**src/rtl/tap_delay_line.sv**
```systemverilog
// tap_delay_line: WIDTH x DEPTH circular sample history with push acknowledge
// and a registered, index-addressed tap read port (tap 0 = newest sample).
module tap_delay_line #(
  parameter int WIDTH  = 16,
  parameter int DEPTH  = 8,
  parameter int ADDR_W = 3
) (
  input  logic              clock,
  input  logic              reset,
  input  logic [WIDTH-1:0]  d,
  input  logic              enable,
  input  logic              clear,
  input  logic              rd_en,
  input  logic [ADDR_W-1:0] rd_addr,
  output logic [WIDTH-1:0]  q,
  output logic              done,
  output logic [WIDTH-1:0]  rd_data,
  output logic              rd_valid,
  output logic [ADDR_W:0]   count,
  output logic              full
);

  localparam logic [ADDR_W-1:0] LAST    = ADDR_W'(DEPTH - 1);
  localparam logic [ADDR_W:0]   DEPTH_C = (ADDR_W + 1)'(DEPTH);

  // Storage is sized to the full address space so every index is legal;
  // only entries 0..DEPTH-1 are ever written.
  logic [WIDTH-1:0] mem_q [2**ADDR_W];

  logic [ADDR_W-1:0] wptr_q, wptr_d;
  logic [ADDR_W:0]   count_q, count_d;
  logic [WIDTH-1:0]  q_q, q_d;
  logic              done_q, done_d;
  logic [WIDTH-1:0]  rd_data_q, rd_data_d;
  logic              rd_valid_q, rd_valid_d;
  logic              full_q, full_d;

  logic              push;
  logic              hit;
  logic [ADDR_W-1:0] tap_idx;

  // Clear wins over enable, so a push only happens when clear is low.
  assign push = enable & ~clear;

  // Tap k lives at (wptr-1-k) mod DEPTH; the wrap is resolved with a compare
  // instead of a power-of-two mask. Only meaningful when rd_addr < count.
  always_comb begin
    hit     = ({1'b0, rd_addr} < count_q);
    tap_idx = (wptr_q > rd_addr) ? (wptr_q - ADDR_W'(1) - rd_addr)
                                 : (wptr_q + LAST - rd_addr);
  end

  // Next-state: reads see the pre-push pointer/count, clear overrides all.
  always_comb begin
    wptr_d     = wptr_q;
    count_d    = count_q;
    q_d        = q_q;
    done_d     = push;
    rd_valid_d = rd_en;
    rd_data_d  = rd_data_q;
    if (rd_en) rd_data_d = hit ? mem_q[tap_idx] : '0;
    if (push) begin
      wptr_d  = (wptr_q == LAST) ? '0 : wptr_q + ADDR_W'(1);
      count_d = (count_q == DEPTH_C) ? count_q : count_q + (ADDR_W + 1)'(1);
      q_d     = d;
    end
    if (clear) begin
      wptr_d    = '0;
      count_d   = '0;
      q_d       = '0;
      rd_data_d = '0;
    end
    full_d = (count_d == DEPTH_C);
  end

  // Control and output registers, asynchronously cleared.
  always_ff @(posedge clock or negedge reset) begin
    if (!reset) begin
      wptr_q     <= '0;
      count_q    <= '0;
      q_q        <= '0;
      done_q     <= 1'b0;
      rd_data_q  <= '0;
      rd_valid_q <= 1'b0;
      full_q     <= 1'b0;
    end else begin
      wptr_q     <= wptr_d;
      count_q    <= count_d;
      q_q        <= q_d;
      done_q     <= done_d;
      rd_data_q  <= rd_data_d;
      rd_valid_q <= rd_valid_d;
      full_q     <= full_d;
    end
  end

  // Sample array; contents are not reset, validity is tracked by count.
  always_ff @(posedge clock) begin
    if (push) mem_q[wptr_q] <= d;
  end

  assign q        = q_q;
  assign done     = done_q;
  assign rd_data  = rd_data_q;
  assign rd_valid = rd_valid_q;
  assign count    = count_q;
  assign full     = full_q;

endmodule

```
**config.mk**
```make
export PLATFORM = sky130hd
export DESIGN_NAME = tap_delay_line
export DESIGN_NICKNAME = d
export VERILOG_FILES = /design/src/rtl/tap_delay_line.sv
export SDC_FILE = /design/constraint.sdc
export NUM_CORES = 1
export LEC_CHECK = 0
export BUFFER_PORTS_ARGS = -buffer_cell sky130_fd_sc_hd__clkbuf_2
export CORE_ASPECT_RATIO = 0.9
export CORE_UTILIZATION = 45
export CTS_BUF_LIST = sky130_fd_sc_hd__clkbuf_8
export CTS_CLUSTER_DIAMETER = 80
export DETAILED_ROUTE_END_ITERATION = 12
export SYNTH_ARGS = -nofsm -noshare
export SYNTH_HDL_FRONTEND = slang
export SYNTH_SLANG_ARGS = --single-unit
```
**constraint.sdc**
```tcl
create_clock -name clock -period 4.8 [get_ports clock]
set_input_delay 0.24 -clock clock [delete_from_list [all_inputs] [get_ports clock]]
set_output_delay 0.24 -clock clock [all_outputs]
set_load 0.1 [all_outputs]
```
==> Flow_metrics.wiki, run 1 <==
{| class="wikitable"
! Metric !! Value
|-
| Overall routed net length || between 10000 and 15000 um
|-
| Iteration-0 DRC count of the detailed router || about 240
|-
| CP startpoint kind || register
|-
| Worst hold path class || in2reg
|-
| Placed instance count || 598
|-
| Layout filler cell count || 1201
|-
| Worst min-delay path endpoint || mem_q[3][15]
|-
| Combined flip-flop and latch cell area || 4895 sq um
|-
| Global-route usage over all layers || 18.27%
|-
| Normalized max-slew margin || 27.48%
|-
| Net Count, Synth || 387
|-
| Top cells by area, synth || sky130_fd_sc_hd__edfxtp_1 (58%), sky130_fd_sc_hd__dfrtp_1 (16%), sky130_fd_sc_hd__mux4_2 (11%)
|-
| Most common cell after layout, fill and taps aside || sky130_fd_sc_hd__edfxtp_1
|-
| Die area || 15180 sq um
|-
| Worst Setup Path Type || reg2reg
|-
| Antenna violations before repair || 0
|-
| Max Cap Viol || 0
|-
| Pins over their slew limit || 0
|-
| VDD IR max || between 0.2 and 0.25 mV
|-
| Worst Path Max Fanout || 32
|-
| Wire length of the first global-routing pass || 19350 um
|-
| Syn Inst Count || 355
|-
| Reg-to-reg endpoint || rd_data[12]
|-
| Power per standard cell area || 392.7 nW/um^2
|-
| Fmax achieved || 377.1 MHz
|-
| Layout area overhead || 13.95%
|-
| Number of standard cells in the layout, taps in and fillers out || approximately 630
|-
| Final ANT Viol Nets || 0
|-
| Horiz. Die Dim || 129.8 um
|-
| Final TNS setup || 0 ns
|-
| Final hold vios || 0
|-
| Highest-count cells in the layout ignoring fill and taps || sky130_fd_sc_hd__edfxtp_1 (128), sky130_fd_sc_hd__clkbuf_2 (62), sky130_fd_sc_hd__dfrtp_1 (42)
|-
| Synthesis-stage register bit count || 170
|-
| Num ports || 63
|-
| Setup repair bufs after CTS || 0
|-
| Post-synth cell types || 31
|-
| Total inserted antenna cells || 0
|-
| Resized Gates After CTS || 0
|-
| Number of global-route vias before repair || 3382
|-
| Launch instance of the worst min-delay path || d[15]
|-
| Share of cells above drive strength 1 || 31.44%
|-
| Number of I/O port buffers || 62
|-
| Mapped Avg Cell Area || 18.62 sq um
|-
| Portion of the post-synthesis area used by sequential elements || around three quarters
|-
| Worst-Margin Slew || 1.087 ns
|-
| Worst EP required || 5.10 ns
|-
| HPWL after detailed placement || 7392 um
|-
| Result of the run || finished clean
|-
| Worst-skew pair later-pin latency || 0.45 ns
|-
| Min cycle time layout || between 2 and 3 ns
|-
| Source of the worst register-to-register timing path || wptr_q[0]
|-
| Reg2reg path depth || 5
|-
| Row count || between 40 and 50
|-
| Y dimension of the die || 117.0 um
|-
| Cell at the root of the clock tree || sky130_fd_sc_hd__clkbuf_8
|-
| Mean routed wirelength per cell || about 20 um
|-
| Leakage Power || 2.844 nW
|-
| Via density per instance || 5.187
|-
| Clk_skew || 0.008895 ns
|-
| Initial core utilization || 46.69%
|-
| Number of warnings issued by yosys || 0
|-
| Final period util || 55.24%
|-
| CTS H-tree lvls || 4
|-
| Placeable core area || 14160 sq um
|-
| Dominant cell type by area after synthesis || sky130_fd_sc_hd__edfxtp_1
|-
| Cell count of the worst hold path || 1
|-
| Deepest clock path buffer count || 2
|-
| Netlist Area Pre-Place || 6610 sq um
|-
| Count of unresolved DRC violations after routing || 0
|-
| CTS tree || built
|-
| Type of destination of the critical path || register
|-
| Total iterations of the first detailed-routing run || 4
|-
| Register-to-register path setup slack || 2.15 ns
|-
| Unrepaired setup endpoints after global routing || no
|-
| Final setup violation count || 0
|-
| Count of clock tree sinks || 170
|-
| Multi-input combinational cell area || 1663 sq um
|-
| Number of nets in the layout || 458
|-
| CTS Buf Count || 17
|-
| Largest net degree at the start of global routing || 43
|-
| Clock-pin slew on the worst setup and hold paths || 0.08 ns
|-
| Number of vias in the routed layout || ~3300
|-
| Grt ovf || 0
|-
| Weighted congestion reported at the end of routability-driven placement || 0.7439
|-
| WP data arrival || around 3 ns
|-
| Share of Yosys cell area claimed by the top area cell type || 58.15%
|}
## cell families (layout without fill, tap and decap cells)
| family | count (synthesis) | after routing | share of synthesized area [%] |
|---|---|---|---|
| and+or+nand+nor | 63 | 63 | 4.070 |
| DFF | 170 | 170 | 74.05 |
| adders and majority gates | 8 | 8 | 1.628 |
| xor gates and xnor gates | 4 | 4 | 0.9277 |
| AOI/OAI and AO/OA | 23 | 23 | 1.779 |
| buffers and inverters | 21 | 105 | 1.495 |
| muxes | 66 | 66 | 16.05 |
## through the flow
stage / total power, mW / cell area, sq um / util [%] / hold WS (ns) / setup WS (ns)
2_1_floorplan: 1.969 / 6610 / - / -0.05559 / 2.370
3_3_place_gp: 2.066 / 7154 / 50.53 / 0.3740 / 1.997
3_5_place_dp: 2.072 / 7154 / 50.53 / 0.3772 / 1.967
4_1_cts: 2.983 / 7532 / 53.20 / 0.06453 / 2.100
5_1_grt: 3.066 / 7532 / 53.20 / 0.08253 / 1.964
6_report: 2.958 / 7532 / 53.20 / 0.09504 / 2.148
## how the worst max path moves through the flow
stage / start / end / slack (ns) / cells past startpoint
after CTS: wptr_q[0] / rd_data[4] / 2.10 / 5
final: wptr_q[0] / rd_data[12] / 2.15 / 5
after detailed placement: enable / mem_q[2][9] / 1.97 / 4
after global placement: enable / mem_q[2][9] / 2.00 / 4
after global routing: wptr_q[0] / rd_data[4] / 1.96 / 5
after floorplan: count[1] / rd_data[10] / 2.37 / 7
## layout make-up
| cell class | count | area share, % |
|---|---|---|
| sequential | 170 | 64.98 |
| multi-input combinational | 164 | 22.08 |
| timing repair buffer | 67 | 4.684 |
| clock buffer | 20 | 3.654 |
| tap | 193 | 3.206 |
| clock inverter | 12 | 1.096 |
| inverter | 6 | 0.2990 |
## Yosys cell counts
library cell               number
sky130_fd_sc_hd__fa_1           1
sky130_fd_sc_hd__xor2_1         1
sky130_fd_sc_hd__inv_1          6
sky130_fd_sc_hd__mux4_2        32
sky130_fd_sc_hd__nand2_1       21
sky130_fd_sc_hd__buf_1          2
sky130_fd_sc_hd__ha_1           7
sky130_fd_sc_hd__nor3b_1        1
sky130_fd_sc_hd__nand2b_1       2
sky130_fd_sc_hd__mux2i_1       34
sky130_fd_sc_hd__buf_4          2
sky130_fd_sc_hd__buf_2          4
sky130_fd_sc_hd__nand4_1        1
sky130_fd_sc_hd__o21ai_0        8
sky130_fd_sc_hd__nor2b_1        1
sky130_fd_sc_hd__dfrtp_1       42
sky130_fd_sc_hd__a21oi_1        4
sky130_fd_sc_hd__nor3_1         3
sky130_fd_sc_hd__nor4b_1        1
sky130_fd_sc_hd__xnor2_1        1
sky130_fd_sc_hd__edfxtp_1     128
sky130_fd_sc_hd__xor2_2         1
sky130_fd_sc_hd__or2b_1         1
sky130_fd_sc_hd__clkbuf_1       6
sky130_fd_sc_hd__o21ai_1       10
sky130_fd_sc_hd__or3_1          1
sky130_fd_sc_hd__nor2_1        30
sky130_fd_sc_hd__nand3b_1       1
sky130_fd_sc_hd__a21o_1         1
sky130_fd_sc_hd__buf_6          1
sky130_fd_sc_hd__xnor2_4        1
## registers in the layout, indices dropped and copies added, names as in the netlist
signal and flops:
rd_data 16, rd_valid 1, wptr_q 3, count 4, mem_q 128, full 1, q 16, done 1
## report_power, final
| part | internal, mW | total [mW] | leakage [nW] | switching [mW] |
|---|---|---|---|---|
| combinational | 0.127 | 0.402 | 0.922 | 0.275 |
| clock | 0.438 | 0.925 | 0.199 | 0.487 |
| sequential | 1.61 | 1.63 | 1.72 | 0.0166 |
| total | 2.18 | 2.96 | 2.84 | 0.778 |
## repair_timing
action                     CTS  global route
hold buffers                 2             0
setup endpoints to repair    0             0
hold endpoints to repair    43             0
## routing by layer
metal / share of wire (%) / GRT usage [%]
met5: 0 / 0
met4: 1.1 / 6.202
met3: 4.0 / 4.591
met2: 49 / 28.77
met1: 46 / 25.14
## worst max-delay path: stages, from the launching register on
cell and delay, ns:
sky130_fd_sc_hd__dfrtp_1 0.44, sky130_fd_sc_hd__ha_2 0.20, sky130_fd_sc_hd__fa_2 1.15, sky130_fd_sc_hd__mux4_2 0.43, sky130_fd_sc_hd__mux2i_1 0.20, sky130_fd_sc_hd__o21ai_1 0.08
(Power assumes the default switching activity.)
==> run 2: changes to the inputs <==
Settings changed: PLACE_DENSITY set to 0.66.
Clock period 4.8 ns to 2.3 ns, I/O delays scaled along.
==> run 2 against run 1 <==
Compared with the run above: sequential power rose by 110%; hold slack gained 0.0031 ns; setup slack worse by 1.9 ns; non-clock buffer count is 41 higher; sequential share of layout area decreased by 3.3 points; critical path type unchanged.
==> Flow_metrics.wiki, run 2 (same netlist as run 1, synthesis figures left out) <==
{| class="wikitable"
! Metric !! Value
|-
| Result of the run || finished clean
|-
| Final period util || 91.00% (+36 points)
|-
| Overall routed net length || 12690 um (+1.8%)
|-
| Unrepaired setup endpoints after global routing || no
|-
| Pins over their slew limit || 0 (unchanged)
|-
| Deepest clock path buffer count || 2 (unchanged)
|-
| Final instance area || 7939 sq um (+5.4%)
|-
| Fmax achieved || 477.8 MHz (+27%)
|-
| Initial core utilization || 46.69% (unchanged)
|-
| Mean routed wirelength per cell || 18.85 um (-4.4%)
|-
| Number of nets in the layout || 499 (+9.0%)
|-
| Total iterations of the first detailed-routing run || 4 (unchanged)
|-
| Clk_skew || 0.008900 ns (+0.000004300 ns)
|-
| Flip-flop count of the largest register, all copies and words added || 128 (unchanged)
|-
| Worst-skew pair later-pin latency || 0.44 ns (about the same)
|-
| Max Cap Viol || 0 (unchanged)
|-
| Worst-Margin Slew || 0.8960 ns (-0.1906 ns)
|-
| Y dimension of the die || 117.0 um (unchanged)
|-
| Post-placement cell area || 7352 sq um (+2.8%)
|-
| Fin Hold WS || 0.09814 ns (+0.003099 ns)
|-
| Highest-count cells in the layout ignoring fill and taps || sky130_fd_sc_hd__edfxtp_1 (128), sky130_fd_sc_hd__clkbuf_2 (62), sky130_fd_sc_hd__dfrtp_1 (41)
|-
| Number of global-route vias before repair || 3501 (+3.5%)
|-
| Type of destination of the critical path || register
|-
| Weighted congestion reported at the end of routability-driven placement || 0.7107 (-4.5%)
|-
| Count of clock tree sinks || 170 (unchanged)
|-
| Largest register by flop count || mem_q
|-
| Min cycle time layout || 2.093 ns (-0.5586 ns)
|-
| Number of I/O port buffers || 62 (unchanged)
|-
| Row count || 41 (unchanged)
|-
| Share of cells above drive strength 1 || 32.92% (+1.5 points)
|-
| Grt ovf || 0 (unchanged)
|-
| Final Util || 56.07% (+2.9 points)
|-
| Placeable core area || 14160 sq um (unchanged)
|-
| Post-route total power || 6.363 mW (+120%)
|-
| Wire length of the first global-routing pass || 19620 um (+1.4%)
|-
| Number of vias in the routed layout || 3442 (+5.0%)
|-
| Final hold vios || 0 (unchanged)
|-
| Most common cell after layout, fill and taps aside || sky130_fd_sc_hd__edfxtp_1
|-
| VDD IR max || 0.3861 mV (+77%)
|-
| CTS Buf Count || 17 (unchanged)
|-
| Antenna violations before repair || 0 (unchanged)
|-
| Global-route usage over all layers || 18.57% (+0.30 points)
|-
| Cell at the root of the clock tree || sky130_fd_sc_hd__clkbuf_8
|-
| Die area || 15180 sq um (unchanged)
|-
| Final TNS setup || 0 ns (unchanged)
|-
| Via density per instance || 5.114 (-1.4%)
|-
| WP data arrival || 2.41 ns (-0.54 ns)
|-
| Final ANT Viol Nets || 0 (unchanged)
|-
| Final setup violation count || 0 (unchanged)
|-
| Clock-pin slew on the worst setup and hold paths || 0.09 ns (about the same)
|-
| Setup repair bufs after CTS || 0 (unchanged)
|-
| Normalized max-slew margin || 40.27% (+13 points)
|-
| Worst EP required || 2.62 ns (-2.48 ns)
|-
| Layout area overhead || 20.10%
|-
| Leakage Power || 3.069 nW (+7.9%)
|-
| CTS H-tree lvls || 4 (unchanged)
|-
| Iteration-0 DRC count of the detailed router || 244 (+1.2%)
|-
| Worst Setup Path Type || reg2reg
|-
| CTS tree || built
|-
| Worst hold path class || in2reg
|-
| Total inserted antenna cells || 0 (unchanged)
|-
| Count of unresolved DRC violations after routing || 0 (unchanged)
|-
| Placed instance count || 622 (+4.0%)
|-
| HPWL after detailed placement || 7994 um (+8.1%)
|-
| Worst Path Max Fanout || 12 (-63%)
|-
| Number of standard cells in the layout, taps in and fillers out || 673 (+6.5%)
|-
| Num ports || 63 (unchanged)
|-
| Power per standard cell area || 801.4 nW/um^2 (+100%)
|-
| Pre-CTS setup slack || 0.2146 ns (-1.752 ns)
|-
| Slack of the critical path || 0.2071 ns (-1.941 ns)
|-
| Largest net degree at the start of global routing || 31 (-28%)
|-
| Horiz. Die Dim || 129.8 um (unchanged)
|-
| CP startpoint kind || register
|}
-- run 2: cell count changes in the layout (fill, tap and decap cells not counted), moves of 3 or more --
cell                            delta
sky130_fd_sc_hd__dlygate4sd3_1    +17
sky130_fd_sc_hd__buf_4            +20
sky130_fd_sc_hd__nor2_1            +6
sky130_fd_sc_hd__clkinv_4          +4
sky130_fd_sc_hd__nor2_2            -6
sky130_fd_sc_hd__clkinv_2          -3
sky130_fd_sc_hd__buf_12            +4
-- run 2: critical path, cell delays in order, from the launching register on --
cell and delay, ns:
sky130_fd_sc_hd__dfrtp_1 0.43, sky130_fd_sc_hd__ha_2 0.20, sky130_fd_sc_hd__fa_1 0.56, sky130_fd_sc_hd__buf_4 0.24
sky130_fd_sc_hd__mux4_2 0.31, sky130_fd_sc_hd__mux2i_1 0.15, sky130_fd_sc_hd__o21ai_1 0.08
-- run 2: final timing paths --
path,start,end,slack (ns),cells past startpoint
setup reg to reg,wptr_q[0],rd_data[13],0.21,6
setup / recovery,wptr_q[0],rd_data[13],0.21,6
max in group asynchronous,reset,rd_data[6],1.25,3
hold / removal,clear,wptr_q[1],0.1,2
min in group asynchronous,reset,full,0.33,2
hold reg to reg,rd_data[12],rd_data[12],0.49,2
-- run 2: layout make-up --
type | count | area [sq um]
repair buffers | 108 | 753.2
flip-flops and latches | 170 | 4896
multi-input cells | 164 | 1629
fillers | 1149 | 6220
inverters | 6 | 22.52
clock inverters | 14 | 148.9
clock buffers | 18 | 247.7
well taps | 193 | 241.5
-- run 2: where the power goes --
group          switching (mW)  internal, mW  total (mW)
sequential             0.0338          3.37        3.40
combinational           0.579         0.321       0.900
clock                    1.06          1.00        2.06
-- run 2: metal layers --
layer	share of wire, %	routed length, um	vias to the layer above	track usage [%]
met4	0.85	108	0	6.047
met1	45	5646	1766	24.81
met5	0	0	-	0
met3	4.7	596	11	5.136
met2	50	6336	80	29.80
li1	-	-	1585	-
-- run 2: repair_timing --
action,CTS,global route
setup endpoints to repair,0,0
endpoints found under the hold margin,158,0
hold buffers,19,0
gates resized for setup,0,0
